===== src/rtl/rv_fetch_decode_exec.sv =====
// RV32I front pipeline: IF -> ID (decode, regfile read) -> EX (ALU, branch resolve),
// with a sequentially loaded instruction memory and EX-stage redirect/flush.
module rv_fetch_decode_exec #(
   parameter int unsigned IMEM_WORDS = 32,
   parameter logic [31:0] RESET_PC   = 32'h0
) (
   input  logic        clk,
   input  logic        rst,
   input  logic [31:0] wdata_i,
   input  logic [3:0]  wen_i,
   input  logic        pc_incr_en_i,
   output logic [31:0] id_instr_o,
   output logic [31:0] id_pc_o,
   output logic [31:0] ex_instr_o,
   output logic [31:0] ex_pc_o,
   output logic [4:0]  ex_rd_o,
   output logic [31:0] ex_result_o,
   output logic        flush_o,
   output logic [31:0] br_target_o
);

   localparam int unsigned AW  = $clog2(IMEM_WORDS);
   localparam logic [31:0] NOP = 32'h0000_0013;

   typedef enum logic [6:0] {
      OPC_OPIMM  = 7'b0010011,
      OPC_OP     = 7'b0110011,
      OPC_LUI    = 7'b0110111,
      OPC_AUIPC  = 7'b0010111,
      OPC_JAL    = 7'b1101111,
      OPC_JALR   = 7'b1100111,
      OPC_BRANCH = 7'b1100011,
      OPC_STORE  = 7'b0100011
   } opcode_e;

   logic [31:0]   r_imem [IMEM_WORDS];
   logic [AW-1:0] r_load_ptr;
   logic [31:0]   r_regs [32];

   logic [31:0] r_pc;
   logic [31:0] r_ifid_instr, r_ifid_pc;
   logic [31:0] r_idex_instr, r_idex_pc, r_idex_rs1, r_idex_rs2, r_idex_imm;
   logic [31:0] r_exwb_instr, r_exwb_pc, r_exwb_result;
   logic [4:0]  r_exwb_rd;

   logic [31:0] w_fetch_instr;
   opcode_e     w_id_op;
   logic [4:0]  w_id_rs1, w_id_rs2;
   logic [31:0] w_id_imm, w_id_rs1_val, w_id_rs2_val;

   opcode_e     w_ex_op;
   logic [2:0]  w_ex_f3;
   logic [31:0] w_alu_a, w_alu_b, w_alu_y;
   logic        w_alu_alt;
   logic        w_br_taken;
   logic        w_ex_wr;
   logic [4:0]  w_ex_rd;
   logic [31:0] w_ex_result;
   logic        w_ex_flush;
   logic [31:0] w_ex_target;

   // Instruction memory: byte-enabled writes at an auto-incrementing pointer, never reset
   always_ff @(posedge clk) begin
      for (int unsigned k = 0; k < 4; k++) begin
         if (wen_i[k]) r_imem[r_load_ptr][8*k +: 8] <= wdata_i[8*k +: 8];
      end
   end

   always_ff @(posedge clk or negedge rst) begin
      if (!rst)          r_load_ptr <= '0;
      else if (|wen_i)   r_load_ptr <= r_load_ptr + AW'(1);
   end

   assign w_fetch_instr = r_imem[r_pc[AW+1:2]];

   // ---------------- ID ----------------
   assign w_id_op  = opcode_e'(r_ifid_instr[6:0]);
   assign w_id_rs1 = r_ifid_instr[19:15];
   assign w_id_rs2 = r_ifid_instr[24:20];

   always_comb begin
      w_id_imm = '0;
      case (w_id_op)
         OPC_OPIMM, OPC_JALR: w_id_imm = {{20{r_ifid_instr[31]}}, r_ifid_instr[31:20]};
         OPC_STORE:  w_id_imm = {{20{r_ifid_instr[31]}}, r_ifid_instr[31:25], r_ifid_instr[11:7]};
         OPC_BRANCH: w_id_imm = {{19{r_ifid_instr[31]}}, r_ifid_instr[31], r_ifid_instr[7],
                                 r_ifid_instr[30:25], r_ifid_instr[11:8], 1'b0};
         OPC_LUI, OPC_AUIPC: w_id_imm = {r_ifid_instr[31:12], 12'b0};
         OPC_JAL:    w_id_imm = {{11{r_ifid_instr[31]}}, r_ifid_instr[31], r_ifid_instr[19:12],
                                 r_ifid_instr[20], r_ifid_instr[30:21], 1'b0};
         default:    w_id_imm = '0;
      endcase
   end

   // Write-through: the value EX commits on this edge is visible to the ID read
   assign w_id_rs1_val = (w_id_rs1 == 5'd0) ? '0 :
                         (w_ex_wr && (w_ex_rd == w_id_rs1)) ? w_ex_result : r_regs[w_id_rs1];
   assign w_id_rs2_val = (w_id_rs2 == 5'd0) ? '0 :
                         (w_ex_wr && (w_ex_rd == w_id_rs2)) ? w_ex_result : r_regs[w_id_rs2];

   // ---------------- EX ----------------
   assign w_ex_op   = opcode_e'(r_idex_instr[6:0]);
   assign w_ex_f3   = r_idex_instr[14:12];
   assign w_alu_a   = r_idex_rs1;
   assign w_alu_b   = (w_ex_op == OPC_OP) ? r_idex_rs2 : r_idex_imm;
   assign w_alu_alt = r_idex_instr[30] && ((w_ex_op == OPC_OP) || (w_ex_f3 == 3'b101));

   always_comb begin
      w_alu_y = '0;
      case (w_ex_f3)
         3'b000: w_alu_y = w_alu_alt ? (w_alu_a - w_alu_b) : (w_alu_a + w_alu_b);
         3'b001: w_alu_y = w_alu_a << w_alu_b[4:0];
         3'b010: w_alu_y = {31'b0, $signed(w_alu_a) < $signed(w_alu_b)};
         3'b011: w_alu_y = {31'b0, w_alu_a < w_alu_b};
         3'b100: w_alu_y = w_alu_a ^ w_alu_b;
         3'b101: w_alu_y = w_alu_alt ? 32'($signed(w_alu_a) >>> w_alu_b[4:0])
                                     : (w_alu_a >> w_alu_b[4:0]);
         3'b110: w_alu_y = w_alu_a | w_alu_b;
         default: w_alu_y = w_alu_a & w_alu_b;
      endcase
   end

   always_comb begin
      w_br_taken = 1'b0;
      case (w_ex_f3)
         3'b000: w_br_taken = (r_idex_rs1 == r_idex_rs2);
         3'b001: w_br_taken = (r_idex_rs1 != r_idex_rs2);
         3'b100: w_br_taken = ($signed(r_idex_rs1) <  $signed(r_idex_rs2));
         3'b101: w_br_taken = ($signed(r_idex_rs1) >= $signed(r_idex_rs2));
         3'b110: w_br_taken = (r_idex_rs1 <  r_idex_rs2);
         3'b111: w_br_taken = (r_idex_rs1 >= r_idex_rs2);
         default: w_br_taken = 1'b0;
      endcase
   end

   always_comb begin
      logic        v_writes;
      logic [31:0] v_value;
      v_writes    = 1'b0;
      v_value     = '0;
      w_ex_flush  = 1'b0;
      w_ex_target = '0;
      case (w_ex_op)
         OPC_OPIMM, OPC_OP: begin v_writes = 1'b1; v_value = w_alu_y; end
         OPC_LUI:    begin v_writes = 1'b1; v_value = r_idex_imm; end
         OPC_AUIPC:  begin v_writes = 1'b1; v_value = r_idex_pc + r_idex_imm; end
         OPC_JAL: begin
            v_writes    = 1'b1;
            v_value     = r_idex_pc + 32'd4;
            w_ex_flush  = 1'b1;
            w_ex_target = r_idex_pc + r_idex_imm;
         end
         OPC_JALR: begin
            v_writes    = 1'b1;
            v_value     = r_idex_pc + 32'd4;
            w_ex_flush  = 1'b1;
            w_ex_target = (r_idex_rs1 + r_idex_imm) & ~32'd1;
         end
         OPC_BRANCH: begin
            w_ex_flush  = w_br_taken;
            w_ex_target = r_idex_pc + r_idex_imm;
         end
         default: v_writes = 1'b0;
      endcase
      w_ex_wr     = v_writes && (r_idex_instr[11:7] != 5'd0);
      w_ex_rd     = w_ex_wr ? r_idex_instr[11:7] : 5'd0;
      w_ex_result = w_ex_wr ? v_value : '0;
   end

   // ---------------- pipeline registers and regfile ----------------
   always_ff @(posedge clk or negedge rst) begin
      if (!rst) begin
         r_pc          <= RESET_PC;
         r_ifid_instr  <= NOP;
         r_ifid_pc     <= '0;
         r_idex_instr  <= NOP;
         r_idex_pc     <= '0;
         r_idex_rs1    <= '0;
         r_idex_rs2    <= '0;
         r_idex_imm    <= '0;
         r_exwb_instr  <= NOP;
         r_exwb_pc     <= '0;
         r_exwb_rd     <= '0;
         r_exwb_result <= '0;
         for (int unsigned i = 0; i < 32; i++) r_regs[i] <= '0;
      end else if (pc_incr_en_i) begin
         if (w_ex_flush) begin
            r_pc         <= w_ex_target;
            r_ifid_instr <= NOP;
            r_ifid_pc    <= '0;
            r_idex_instr <= NOP;
            r_idex_pc    <= '0;
            r_idex_rs1   <= '0;
            r_idex_rs2   <= '0;
            r_idex_imm   <= '0;
         end else begin
            r_pc         <= r_pc + 32'd4;
            r_ifid_instr <= w_fetch_instr;
            r_ifid_pc    <= r_pc;
            r_idex_instr <= r_ifid_instr;
            r_idex_pc    <= r_ifid_pc;
            r_idex_rs1   <= w_id_rs1_val;
            r_idex_rs2   <= w_id_rs2_val;
            r_idex_imm   <= w_id_imm;
         end
         r_exwb_instr  <= r_idex_instr;
         r_exwb_pc     <= r_idex_pc;
         r_exwb_rd     <= w_ex_rd;
         r_exwb_result <= w_ex_result;
         if (w_ex_wr) r_regs[w_ex_rd] <= w_ex_result;
      end
   end

   assign id_instr_o  = r_idex_instr;
   assign id_pc_o     = r_idex_pc;
   assign ex_instr_o  = r_exwb_instr;
   assign ex_pc_o     = r_exwb_pc;
   assign ex_rd_o     = r_exwb_rd;
   assign ex_result_o = r_exwb_result;
   assign flush_o     = w_ex_flush;
   assign br_target_o = w_ex_target;

endmodule


===== config.mk =====
export PLATFORM = sky130hd
export DESIGN_NAME = rv_fetch_decode_exec
export DESIGN_NICKNAME = d
export VERILOG_FILES = /design/src/rtl/rv_fetch_decode_exec.sv
export SDC_FILE = /design/constraint.sdc
export NUM_CORES = 2
export LEC_CHECK = 0
export CAP_MARGIN = 15
export CORE_ASPECT_RATIO = 1.75
export CORE_UTILIZATION = 47
export CTS_CLUSTER_DIAMETER = 30
export DETAILED_ROUTE_END_ITERATION = 6
export DONT_BUFFER_PORTS = 1
export PLACE_DENSITY = 0.64
export SETUP_SLACK_MARGIN = 0.02
export SLEW_MARGIN = 40
export SYNTH_ARGS = -nofsm -noshare
export SYNTH_HDL_FRONTEND = slang
export SYNTH_SLANG_ARGS = --single-unit

===== constraint.sdc =====
create_clock -name clk -period 11.75 [get_ports clk]
set_input_delay 0.5875 -clock clk [delete_from_list [all_inputs] [get_ports clk]]
set_output_delay 0.5875 -clock clk [all_outputs]
set_load 0.02 [all_outputs]

==> flow_metrics.tcl <==
set metrics [dict create \
    synthSimpleGateAreaFrac_pct 8.893 \
    grt_pass1_wl_mm 719.4 \
    coreArea_um2 258400 \
    cts_buffers 362 \
    synth_top_family_by_area "multiplexers" \
    min_path_type "in -> reg" \
    relSlewSlack_pct 31.65 \
    drcViolationCount 5 \
    num_vias 89727 \
    synthFlopType "dfrtp_1" \
    yosys-top-cells-area "dfrtp_1 28%, edfxtp_1 25%, mux4_2 18%, nand2_1 4.4%, o21ai_0 4.3%" \
    synth_top_area_share_pct 28.22 \
    clock-root-buffer "clkbuf_16" \
    synth_fa_ha_area_share_pct 1.996 \
    port_buffers 0 \
    cts_buffer_depth 4 \
    layout_min_cycle_time_ps 7674 \
    p_leak_nw 53.73 \
    overflow 0 \
    hold_depth 2 \
    regArea_um2 65490 \
    gr-usage-all-layers_pct 39.41 \
    ys.warnings.count 0 \
    fmax_mhz 130.3 \
    synth_cell_type_count 100 \
    worst_skew_pair.late_latency_ps 940 \
    synthTopCellsByCount "1434 x nand2_1, 1377 x dfrtp_1, 1060 x o21ai_0" \
    synth.net_count 10068 \
    die_area_um2 262000 \
    multi_input_area_um2 53620 \
    powerDensity_nw_per_um2 221.3 \
    setup_viol 0 \
    io_pins 237 \
    synth_compound_gate_area_share_pct 11.80 \
    grt_pass1_vias 91728 \
    cp-start-kind "register" \
    r2r-start "id_instr_o[3]" \
    drive_gt1_share_pct 23.02 \
    worstHoldStart "pc_incr_en_i" \
    ant_nets 0 \
    globalplace.congestion 1.070 \
    start_util_pct 47.27 \
    place_hpwl_mm 358.2 \
    crit_fanout 24 \
    htreeDepth 5 \
    failed_checks "design-rule violations" \
    worstRegToRegCells 21 \
    yosysSeqAreaShare_pct 53.59 \
    synthCells 9836 \
    cts_resized 0 \
    synth-xor-area-share_pct 0.9754 \
    vdd_drop_max_mv 0.1806 \
    postCtsSetupBuffers 0 \
    fillers 21121 \
    num_rows 247 \
    worstMarginPinSlew_ps 1021 \
    die_w_um 387.3 \
    rrSetupSlack_ps 4080 \
    async_reset_ff_share_pct 57.51 \
    die_y_um 676.3 \
    finalHoldViolations 0 \
    fin_util_pct 54.62 \
    period_share_pct 65.31 \
    worstPathRequired_ps 12440 \
    min_to "r_ifid_instr[5]" \
    syn-cell-area_um2 122100 \
    syn_avg_cell_area_um2 12.42 \
    nets 10002 \
    r2r-end "r_regs[571]" \
    clkTransAtPathRegs_ps 60 \
    muxShareOfSynthArea_pct 19.58 \
    critical_path_class "reg -> reg" \
    status "complete, but fails checks" \
    max_cap_violations 0 \
    rsz0062_at_grt "no" \
    drtIter0Drc 9043 \
    yosysMostFrequentCell "nand2_1" \
    finalSetupTns_ps 0 \
    cts.sinks 2410 \
    vias_per_cell 6.673 \
    area_growth_pct 15.56 \
    tritoncts "built" \
    firstDrtPassIters 7 \
    grt_max_degree 173 \
    finClkSkew_ps 100.3 \
    crit_path_end_kind "register" \
    synth_seq_cells 2410 \
    cts_hold_buffers 72 \
    antenna_found_initial 44 \
    synth_top_area_cell "dfrtp_1" \
    crit_arrival_ps 8370 \
    drv_slew 0 \
    wl_per_cell_um 38.47 \
    wl_mm 517.3 \
    synth_edf_count 1024 \
]
layout by cell type (no fill, tap or decap), types with 58 or more instances in the layout:
| cell | instances |
|---|---|
| mux2_2 | 129 |
| nand2_1 | 1398 |
| a21oi_1 | 489 |
| edfxtp_1 | 1024 |
| o21ai_1 | 107 |
| o2bb2ai_1 | 135 |
| buf_4 | 257 |
| inv_1 | 161 |
| ha_1 | 190 |
| xnor2_1 | 81 |
| nor3_1 | 67 |
| mux2i_1 | 70 |
| mux4_2 | 965 |
| and2_1 | 140 |
| nor2_1 | 440 |
| nand3_1 | 152 |
| dfrtp_1 | 1359 |
| clkbuf_16 | 363 |
| o21ai_0 | 1044 |
| bufinv_16 | 58 |
metal layers:
layer | track usage (%) | wire length, µm
met4 | 34.65 | 55700
met1 | 42.15 | 166400
met2 | 66.47 | 256700
met5 | 0 | 164
met3 | 7.699 | 38280
sequential cells by signal (all words and copies together) (netlist names):
| signal | flops |
|---|---|
| ex_result_o | 32 |
| ex_pc_o | 32 |
| r_load_ptr | 5 |
| ex_rd_o | 5 |
| r_ifid_instr | 32 |
| r_idex_rs1 | 32 |
| r_regs | 1024 |
| r_imem | 1024 |
| id_instr_o | 32 |
| ex_instr_o | 32 |
| r_idex_imm | 32 |
| r_ifid_pc | 32 |
| r_idex_rs2 | 32 |
| r_pc | 32 |
| id_pc_o | 32 |
worst max-delay path: stages (launching register included):
cell and delay, ps:
dfrtp_1 700, nor3b_4 300, buf_4 400, nand2_2 590
buf_4 470, nand2_1 200, o21ai_0 140, buf_4 190
ha_1 360, and3_1 220, a21boi_0 460, o2111ai_1 420
a31o_2 400, a21oi_1 580, a21o_1 210, nand3_1 130
or3_1 360, a21oi_1 360, xnor2_1 180, a21oi_4 430
buf_8 240, a21oi_1 90
metrics by stage:
step	area, µm²	hold slack [ps]	cells	worst slack (ps)	power, mW
6_report	141100	81.14	13446	4076	31.23
5_1_grt	141100	13.17	13435	4087	31.90
4_1_cts	140800	5.174	13424	4090	31.11
3_5_place_dp	126600	321.7	12685	4149	19.46
3_3_place_gp	125900	321.1	12667	4233	19.31
2_1_floorplan	122100	291.9	9836	6439	15.51
cell type report:
cell class | count | area share [%]
Sequential cell | 2410 | 46.41
Inverter | 178 | 0.4894
Timing Repair Buffer | 383 | 2.870
Multi-Input combinational cell | 6435 | 37.99
Clock inverter | 246 | 2.424
Antenna cell | 12 | 0.02128
Tap cell | 3361 | 2.980
Clock buffer | 421 | 6.818
power by group:
group / switching [mW] / internal, mW / total [mW]
logic: 5.94 / 3.18 / 9.12
registers: 1.13 / 9.44 / 10.6
clock network: 4.28 / 7.26 / 11.5
total: 11.4 / 19.9 / 31.2
logic make-up after synthesis:
logic type	Yosys count
and+or+nand+nor	2537
DFF	2410
AOI/OAI and AO/OA	2403
muxes	1166
buffers and inverters	991
adders and majority gates	193
xor gates and xnor gates	136
worst max path at each step:
stage | startpoint | endpoint | slack [ps] | cells after the start
finish | id_instr_o[3] | r_regs[571] | 4080 | 21
global route | id_instr_o[3] | r_regs[510] | 4090 | 19
CTS | id_instr_o[3] | r_regs[891] | 4090 | 20
detailed placement | id_instr_o[3] | r_regs[475] | 4150 | 20
floorplan | id_instr_o[2] | r_regs[374] | 6440 | 22
global placement | id_instr_o[3] | r_regs[955] | 4230 | 20
Note: power is estimated with default switching activity, not from simulation.
